### src/rtl/rob_pkg.sv
// Shared sizing constants and the reorder-buffer entry layout for the commit stage.
package rob_pkg;
    localparam int unsigned SIZE           = 32;
    localparam int unsigned REG_NUM        = 64;
    localparam int unsigned ROB_DEPTH      = 16;
    localparam int unsigned COMPLETE_PORTS = 2;
    localparam int unsigned WRITE_PORTS    = 3;

    localparam int unsigned TAG_W = $clog2(ROB_DEPTH);
    localparam int unsigned REG_W = $clog2(REG_NUM);
    localparam int unsigned CNT_W = TAG_W + 1;
    localparam int unsigned N_W   = $clog2(WRITE_PORTS + 1);

    typedef struct packed {
        logic             valid;
        logic             done;
        logic             has_dest;
        logic [REG_W-1:0] dest;
        logic [SIZE-1:0]  data;
    } rob_entry_t;
endpackage

### src/rtl/rob_commit_if.sv
// Dispatch, completion, register-file write and status bundle of the commit stage.
interface rob_commit_if;
    import rob_pkg::*;

    logic                                     flush;
    logic                                     disp_valid;
    logic                                     disp_has_dest;
    logic [REG_W-1:0]                         disp_dest_reg;
    logic                                     disp_ready;
    logic [TAG_W-1:0]                         disp_tag;
    logic [COMPLETE_PORTS-1:0]                cmpl_valid;
    logic [COMPLETE_PORTS-1:0][TAG_W-1:0]     cmpl_tag;
    logic [COMPLETE_PORTS-1:0][SIZE-1:0]      cmpl_data;
    logic [WRITE_PORTS-1:0]                   RegWrite;
    logic [WRITE_PORTS-1:0][REG_W-1:0]        write_reg;
    logic [WRITE_PORTS-1:0][SIZE-1:0]         write_data;
    logic [TAG_W:0]                           count;
    logic                                     empty;

    modport master (
        output flush, disp_valid, disp_has_dest, disp_dest_reg, cmpl_valid, cmpl_tag, cmpl_data,
        input  disp_ready, disp_tag, RegWrite, write_reg, write_data, count, empty
    );

    modport slave (
        input  flush, disp_valid, disp_has_dest, disp_dest_reg, cmpl_valid, cmpl_tag, cmpl_data,
        output disp_ready, disp_tag, RegWrite, write_reg, write_data, count, empty
    );
endinterface

### src/rtl/rob_retire_select.sv
// Counts consecutive completed entries from the head, capped at the retire width.
module rob_retire_select
    import rob_pkg::*;
(
    input  logic [TAG_W-1:0]                    head,
    input  logic [ROB_DEPTH-1:0]                valid,
    input  logic [ROB_DEPTH-1:0]                done,
    output logic [N_W-1:0]                      n,
    output logic [WRITE_PORTS-1:0][TAG_W-1:0]   idx
);
    logic stop;

    always_comb begin
        n    = '0;
        stop = 1'b0;
        idx  = '0;
        for (int k = 0; k < WRITE_PORTS; k++) begin
            idx[k] = head + TAG_W'(k);
            // A valid entry implies it is occupied, so this also bounds n by count.
            if (!stop && valid[idx[k]] && done[idx[k]]) begin
                n = n + N_W'(1);
            end else begin
                stop = 1'b1;
            end
        end
    end
endmodule

### src/rtl/rob_commit.sv
// In-order commit stage: circular reorder buffer with out-of-order completion and
// up to WRITE_PORTS in-order retirements per cycle into the register file.
module rob_commit
    import rob_pkg::*;
(
    input  logic         clk,
    input  logic         rst_n,
    rob_commit_if.slave  rif
);
    rob_entry_t                             entry_q [ROB_DEPTH];
    rob_entry_t                             entry_d [ROB_DEPTH];
    logic [TAG_W-1:0]                       head_q, head_d;
    logic [TAG_W-1:0]                       tail_q, tail_d;
    logic [CNT_W-1:0]                       count_q, count_d;
    logic [WRITE_PORTS-1:0]                 reg_write_q, reg_write_d;
    logic [WRITE_PORTS-1:0][REG_W-1:0]      write_reg_q, write_reg_d;
    logic [WRITE_PORTS-1:0][SIZE-1:0]       write_data_q, write_data_d;

    logic [ROB_DEPTH-1:0]                   valid_vec, done_vec;
    logic [N_W-1:0]                         ret_n;
    logic [WRITE_PORTS-1:0][TAG_W-1:0]      ret_idx;
    logic                                   accept;

    always_comb begin
        valid_vec = '0;
        done_vec  = '0;
        for (int i = 0; i < ROB_DEPTH; i++) begin
            valid_vec[i] = entry_q[i].valid;
            done_vec[i]  = entry_q[i].done;
        end
    end

    rob_retire_select u_select (
        .head  (head_q),
        .valid (valid_vec),
        .done  (done_vec),
        .n     (ret_n),
        .idx   (ret_idx)
    );

    // Only registered occupancy gates dispatch; a same-cycle retire gives no credit.
    assign rif.disp_ready = (count_q < CNT_W'(ROB_DEPTH));
    assign rif.disp_tag   = tail_q;
    assign rif.count      = count_q;
    assign rif.empty      = (count_q == '0);
    assign rif.RegWrite   = reg_write_q;
    assign rif.write_reg  = write_reg_q;
    assign rif.write_data = write_data_q;
    assign accept         = rif.disp_valid && rif.disp_ready;

    always_comb begin
        entry_d      = entry_q;
        head_d       = head_q;
        tail_d       = tail_q;
        count_d      = count_q;
        reg_write_d  = '0;
        write_reg_d  = write_reg_q;
        write_data_d = write_data_q;

        if (rif.flush) begin
            for (int i = 0; i < ROB_DEPTH; i++) begin
                entry_d[i].valid = 1'b0;
                entry_d[i].done  = 1'b0;
            end
            head_d  = '0;
            tail_d  = '0;
            count_d = '0;
        end else begin
            // Ascending port order lets the higher index win on a shared tag.
            for (int p = 0; p < COMPLETE_PORTS; p++) begin
                if (rif.cmpl_valid[p] && entry_q[rif.cmpl_tag[p]].valid) begin
                    entry_d[rif.cmpl_tag[p]].done = 1'b1;
                    entry_d[rif.cmpl_tag[p]].data = rif.cmpl_data[p];
                end
            end

            for (int k = 0; k < WRITE_PORTS; k++) begin
                if (k < int'(ret_n)) begin
                    reg_write_d[k]  = entry_q[ret_idx[k]].has_dest &&
                                      (entry_q[ret_idx[k]].dest != '0);
                    write_reg_d[k]  = entry_q[ret_idx[k]].dest;
                    write_data_d[k] = entry_q[ret_idx[k]].data;
                    entry_d[ret_idx[k]].valid = 1'b0;
                    entry_d[ret_idx[k]].done  = 1'b0;
                end
            end
            head_d = head_q + TAG_W'(ret_n);

            if (accept) begin
                entry_d[tail_q] = '{valid: 1'b1, done: 1'b0, has_dest: rif.disp_has_dest,
                                    dest: rif.disp_dest_reg, data: '0};
                tail_d = tail_q + TAG_W'(1);
            end
            count_d = count_q + CNT_W'(accept) - CNT_W'(ret_n);
        end
    end

    always_ff @(posedge clk or negedge rst_n) begin
        if (!rst_n) begin
            for (int i = 0; i < ROB_DEPTH; i++) begin
                entry_q[i] <= '0;
            end
            head_q       <= '0;
            tail_q       <= '0;
            count_q      <= '0;
            reg_write_q  <= '0;
            write_reg_q  <= '0;
            write_data_q <= '0;
        end else begin
            for (int i = 0; i < ROB_DEPTH; i++) begin
                entry_q[i] <= entry_d[i];
            end
            head_q       <= head_d;
            tail_q       <= tail_d;
            count_q      <= count_d;
            reg_write_q  <= reg_write_d;
            write_reg_q  <= write_reg_d;
            write_data_q <= write_data_d;
        end
    end
endmodule

### src/flat_wrapper.sv
// flat-port wrapper written by rule: the top's interface ports become plain ports
module rob_commit_flat import rob_pkg::*;
  (clk, rst_n, rif_flush, rif_disp_valid, rif_disp_has_dest, rif_disp_dest_reg, rif_cmpl_valid, rif_cmpl_tag, rif_cmpl_data, rif_disp_ready, rif_disp_tag, rif_RegWrite, rif_write_reg, rif_write_data, rif_count, rif_empty);
  rob_commit_if rif_i ();
  input  logic clk;
  input  logic rst_n;
  input wire logic [$bits(rif_i.flush)-1:0] rif_flush;
  input wire logic [$bits(rif_i.disp_valid)-1:0] rif_disp_valid;
  input wire logic [$bits(rif_i.disp_has_dest)-1:0] rif_disp_has_dest;
  input wire logic [$bits(rif_i.disp_dest_reg)-1:0] rif_disp_dest_reg;
  input wire logic [$bits(rif_i.cmpl_valid)-1:0] rif_cmpl_valid;
  input wire logic [$bits(rif_i.cmpl_tag)-1:0] rif_cmpl_tag;
  input wire logic [$bits(rif_i.cmpl_data)-1:0] rif_cmpl_data;
  output wire logic [$bits(rif_i.disp_ready)-1:0] rif_disp_ready;
  output wire logic [$bits(rif_i.disp_tag)-1:0] rif_disp_tag;
  output wire logic [$bits(rif_i.RegWrite)-1:0] rif_RegWrite;
  output wire logic [$bits(rif_i.write_reg)-1:0] rif_write_reg;
  output wire logic [$bits(rif_i.write_data)-1:0] rif_write_data;
  output wire logic [$bits(rif_i.count)-1:0] rif_count;
  output wire logic [$bits(rif_i.empty)-1:0] rif_empty;
  assign rif_i.flush = rif_flush;
  assign rif_i.disp_valid = rif_disp_valid;
  assign rif_i.disp_has_dest = rif_disp_has_dest;
  assign rif_i.disp_dest_reg = rif_disp_dest_reg;
  assign rif_i.cmpl_valid = rif_cmpl_valid;
  assign rif_i.cmpl_tag = rif_cmpl_tag;
  assign rif_i.cmpl_data = rif_cmpl_data;
  assign rif_disp_ready = rif_i.disp_ready;
  assign rif_disp_tag = rif_i.disp_tag;
  assign rif_RegWrite = rif_i.RegWrite;
  assign rif_write_reg = rif_i.write_reg;
  assign rif_write_data = rif_i.write_data;
  assign rif_count = rif_i.count;
  assign rif_empty = rif_i.empty;
  rob_commit u_core (.clk(clk), .rst_n(rst_n), .rif(rif_i));
endmodule
### config.mk
export PLATFORM = sky130hd
export DESIGN_NAME = rob_commit_flat
export DESIGN_NICKNAME = d
export VERILOG_FILES = /design/src/rtl/rob_pkg.sv /design/src/rtl/rob_commit_if.sv /design/src/rtl/rob_retire_select.sv /design/src/rtl/rob_commit.sv /design/src/flat_wrapper.sv
export SDC_FILE = /design/constraint.sdc
export NUM_CORES = 2
export LEC_CHECK = 0
export ABC_CLOCK_PERIOD_IN_PS = 5500
export CAP_MARGIN = 15
export CORE_UTILIZATION = 57
export DETAILED_ROUTE_END_ITERATION = 8
export HOLD_SLACK_MARGIN = 0.03
export MAX_ROUTING_LAYER = met4
export PLACE_DENSITY = 0.78
export SETUP_SLACK_MARGIN = 0.05
export SYNTH_ARGS = -nofsm -noshare
export SYNTH_HDL_FRONTEND = slang
export SYNTH_SLANG_ARGS = --single-unit
### constraint.sdc
create_clock -name clk -period 5.5 [get_ports clk]
set_input_delay 0.825 -clock clk [delete_from_list [all_inputs] [get_ports clk]]
set_output_delay 0.825 -clock clk [all_outputs]
set_load 0.1 [all_outputs]
After elaboration in Yosys (flattened, before gate mapping)
Index checks and enable logic that the tools add are counted. Widths: inputs -> output; s select.

Memories kept: 0. RAM bits: 0. Flip-flop bits (word level): 786. Logic and storage cells: 250. Latch bits: 0. Bits in read-only memories: 0.

Bitwise operators: 7. Div/mod/pow operators: 0. $add $sub $neg: 8. Reduce and logical (&&, ||, !) cells: 26. Eq/ne operators: 0. Mux-type cells: 100. Shifts and indexed selects: 0. $lt $le $gt $ge: 19. Multipliers: 0.

Operators by type and width (number): $bwmux 656 (11); $mux 656 (11); $demux 41 s4 (11); $bmux 41 s4 (5); $mux 41 (8); $mux 39 (6); $mux 40 (5); $mux 32 (2); $mux 2 (18); $ge 5x5->1 const B (6); $lt 5x1->1 const B (6); $not 4->5 (6); $bmux 1 s4 (6); $reduce_bool 6->1 (3); $logic_and 1x1->1 (17); $lt 4x5->1 const B (3); $mux 1 (12); $mux 4 (3); $add 4x1->4 const B (2); $reduce_and 2->1 (3); $add 5x1->5 (1); $logic_not 5->1 (1); $lt 5x5->1 const B (1); $mux 5 (1); 11 further kinds (12).

Depth between registers and ports, before layout
Word-level depth: 28. Gate-level depth with buffers: 24.

Modules after synthesis
Synthesis repeated with hierarchy kept, for this count alone.

Cell total of the unflattened synthesis: 5040. Area total of the unflattened synthesis: 53884.2 sq um.

By module, submodules not included: rob_commit (cells an instance 4963, area each 53293.6 sq um, instances 1); rob_retire_select (cells an instance 77, area each 590.6 sq um, instances 1).

Worst setup path after synthesis
Ideal clock, no wire load.

Path type: reg2reg. Start: register u_core.head_q[1]. End: register u_core.count_q[4], in the netlist u_core.rif.count[4]. Clock period less this slack: 5.225 ns. Data arrival time: 5.094 ns. Cell stages (with the launch flop): 25. Path slack: 0.275 ns. Path buffers: 3. Required time: 5.369 ns. Cell sequence: dfrtp_1 > inv_2 > buf_1 > ha_1 > clkbuf_1 > clkbuf_1 > mux4_2 > mux2i_1 > nor2_1 > nor3_1 > ha_1 > inv_1 > a31oi_1 > and3_1 > xor2_1 > ha_1 > inv_1 > ha_1 > inv_1 > fa_1 > inv_1 > a21oi_1 > nor2_1 > or3_1 > a21oi_1.

Cells in the longest elaborated chain, start to end: 12.

RTL lines: start, declared (RTL line rob_commit.sv:12) `logic [TAG_W-1:0] head_q, head_d;`; start signal, assigned (RTL line rob_commit.sv:103) `head_q <= '0;`; start signal, assigned (RTL line rob_commit.sv:113) `head_q <= head_d;`; branches (longest 9 deep; another with $add 4x1->4); $mux 2 * (RTL line rob_retire_select.sv:20) `if (!stop && valid[idx[k]] && done[idx[k]]) begin`; $sub 5x2->5 * (RTL line rob_commit.sv:94) `count_d = count_q + CNT_W'(accept) - CNT_W'(ret_n);`; $mux 5 * (RTL line rob_commit.sv:60) `if (rif.flush) begin`; net u_core.count_d[4] (RTL line rob_commit.sv:14) `logic [CNT_W-1:0] count_q, count_d;`; end signal, assigned (RTL line rob_commit.sv:115) `count_q <= count_d;`; end, declared (RTL line rob_commit.sv:14).

Mark *: on every way through the listed nets, which the timed path passes. The select of a mux whose other input is x is not followed. A chain may end at the register's enable or synchronous reset.

Worst setup path after layout
Same ends and word-level chain as after synthesis.

==> metrics.txt <==
R2R Setup Slk=530 ps; vias per inst=8.18; largest net degree at the start of global routing=239; fraction of registers with async set/reset=100%; Slowest cell on crit path=buf_4; initial DRC count=9165; Slew HR=14.6%; CTS buffer count=91; r2r endpoint=u_core.rif.count[4]$_DFF_PN0_; CTS max path bufs=3; number of buffers and inverters on the critical path=5; Seq/Total Area, Yosys=36.5%; first drt pass iteration count=9; failing checks=DRC; top_reg_cell synth=dfrtp_1; outcome=finished, violations left; post-synth top area share=36.5%; Arr. time, crit path=5510 ps; final worst path period need=4970 ps; sequence of cells on the critical path=buf_4 > mux4_2 > mux2i_1 > nor3_1 > nor2_1 > nor3_1 > ha_1 > inv_1 > a31oi_1 > and3_1 > xor2_1 > ha_1 > inv_1 > ha_1 > inv_1 > fa_1 > inv_1 > a21oi_1 > nor2_1 > or3_1 > a21oi_1; Post-CTS Setup Inserts=0; CP delay by family, top=adder cells; Syn Inst Count=5072; Total Routing Usage GR=47.4%; FF-to-FF Start=u_core.head_q[1]$_DFF_PN0_; pre-CTS WS=592 ps; # setup viols final=0; Clock Sinks=786; crit start category=register; vias in the first global route=50100; H-tree Lvls=3; sequential cell area=19700 um2; post-synth net total=5183; Worst Reg-to-Reg Cells=21; top cells by area, synth=dfrtp_1, mux4_2, o21ai_0, o2bb2ai_1, a21oi_1; die height=309 um; Post-layout nets=5021; power density over the cells=244 nW/um2; hold slack=205 ps; CP Max Fanout=46; area of the core=93500 um2; DRC Markers=5; # placed instances=6070; final hold vios=0; synth warn=0; area of placed instances=57100 um2; synthesis-stage register bit count=786; Post-synth EDFFs=0; IO Count=213; Power, Total=14.7 mW; Layout Cells excl Fill=6257; final wirelength=220000 um; TritonCTS clock tree=done; worst-margin pin slew=1270 ps; Hold Path Class=in2async; multi-input logic area=32300 um2; post-route cell area=60500 um2; Clock Skew=34.8 ps; CTS root buf=clkbuf_16; Resize count post-CTS=0; max_cap viols=0; crit share post-route=90.4%; final core utilization=64.7%; hpwl dp=126000 um; Synth Area per Inst=10.6 um2; setup TNS=0 ps; cell mode on critical path=inv_1; post-DR wirelength/cell=35.1 um; unrepaired setup endpoints after global routing=no; cts-stage hold buffer count=0; area delta synth->final=12.2%; Crit Path Class=reg2reg; DRT antenna net count=0; Core Rows=112; CTS clk-pin slew, worst paths=60 ps; Final GP Congestion=1.02; Final Max Slew Viols=0; synth unique cells=56; Chip Width=309 um; max FFs per register=640; fraction of layout cells with a size suffix above 1=22.8%; clk_lat worst skew=700 ps; GRT overflow=0; IO buf count=212; Max IR drop VDD=0.258 mV; Critical Path Max Stage Delay=670 ps; Final WS setup=530 ps; first-pass GRT wire length=325000 um; antenna violations before repair=13; most common cell after layout, fill and taps aside=o21ai_0; leakage=21.8 nW; highest-count cells in the layout ignoring fill and taps=o21ai_0, dfrtp_1, mux4_2, a21oi_1, o2bb2ai_1; area leader, netlist=dfrtp_1; Die ar.=95800 um2; CP Capture Type=register; CP required=6040 ps; initial core utilization=57.7%; via count=51200; Synth Cell Area=53900 um2; FMAX=201 MHz; fill count=7049
-- power by group --
part	total [mW]	internal [mW]	switching (mW)	leakage, nW
Combinational	1.90	0.632	1.27	9.30
Sequential	6.08	5.92	0.158	10.9
Clock	6.76	4.05	2.71	1.58
Total	14.7	10.6	4.14	21.8
-- Yosys cell counts, types with 43 or more instances --
library cell,number
o31ai_1,129
nor2b_1,43
clkbuf_1,493
nand2_1,292
a21oi_1,539
buf_2,51
o2bb2ai_1,384
nor3_1,140
o21ai_0,883
buf_1,55
mux4_2,585
nor2_1,210
dfrtp_1,786
mux2_2,189
-- worst register-to-register path, cell delays in order, from the launching register on --
cell and delay, ps:
dfrtp_4 570, buf_4 670, mux4_2 340, mux2i_1 90, nor3_1 140, nor2_1 100, nor3_1 330, ha_1 270
inv_1 160, a31oi_1 170, and3_1 280, xor2_1 250, ha_1 270, inv_1 60, ha_1 160, inv_1 60
fa_1 450, inv_1 70, a21oi_1 50, nor2_1 140, or3_1 140, a21oi_1 60
-- worst max-delay path by stage --
stage / startpoint / to / slack (ps) / cells past startpoint
finish: u_core.head_q[1]$_DFF_PN0_ / u_core.rif.count[4]$_DFF_PN0_ / 530 / 21
global route: u_core.head_q[0]$_DFF_PN0_ / u_core.rif.count[4]$_DFF_PN0_ / 190 / 20
CTS: u_core.head_q[0]$_DFF_PN0_ / u_core.rif.count[4]$_DFF_PN0_ / 550 / 20
detailed placement: u_core.head_q[0]$_DFF_PN0_ / u_core.rif.count[4]$_DFF_PN0_ / 590 / 20
global placement: u_core.head_q[1]$_DFF_PN0_ / u_core.rif.count[4]$_DFF_PN0_ / 590 / 21
floorplan: u_core.head_q[1]$_DFF_PN0_ / u_core.rif.count[4]$_DFF_PN0_ / 270 / 24
-- area by class of cell --
| cell class | instances | area share, % |
|---|---|---|
| clock buffer | 120 | 4.20 |
| clock inverter | 44 | 1.18 |
| tap | 1254 | 2.60 |
| antenna | 22 | 0.0911 |
| inverter | 22 | 0.151 |
| multi-input combinational | 3660 | 53.5 |
| timing repair buffer | 349 | 5.73 |
| sequential | 786 | 32.6 |
-- kinds of logic (layout without fill, tap and decap cells) --
family / count (synthesis) / after routing / synth area share (%)
buf+inv: 626 / 535 / 4.52
compound gates: 2047 / 2047 / 22.7
other cells: 0 / 22 / 0
fa+ha+maj: 26 / 26 / 0.632
flops: 786 / 786 / 36.5
mux: 819 / 819 / 29.3
simple gates: 752 / 752 / 6.08
xor+xnor: 16 / 16 / 0.260
-- layer usage --
metal | GRT usage [%] | up-vias | share of wire [%]
met3 | 20.5 | 1535 | 18
li1 | - | 19500 | -
met2 | 63.6 | 5526 | 41
met5 | - | - | 0
met4 | 34.1 | 0 | 9.1
met1 | 56.9 | 24600 | 32
Note: power is estimated with default switching activity, not from simulation.
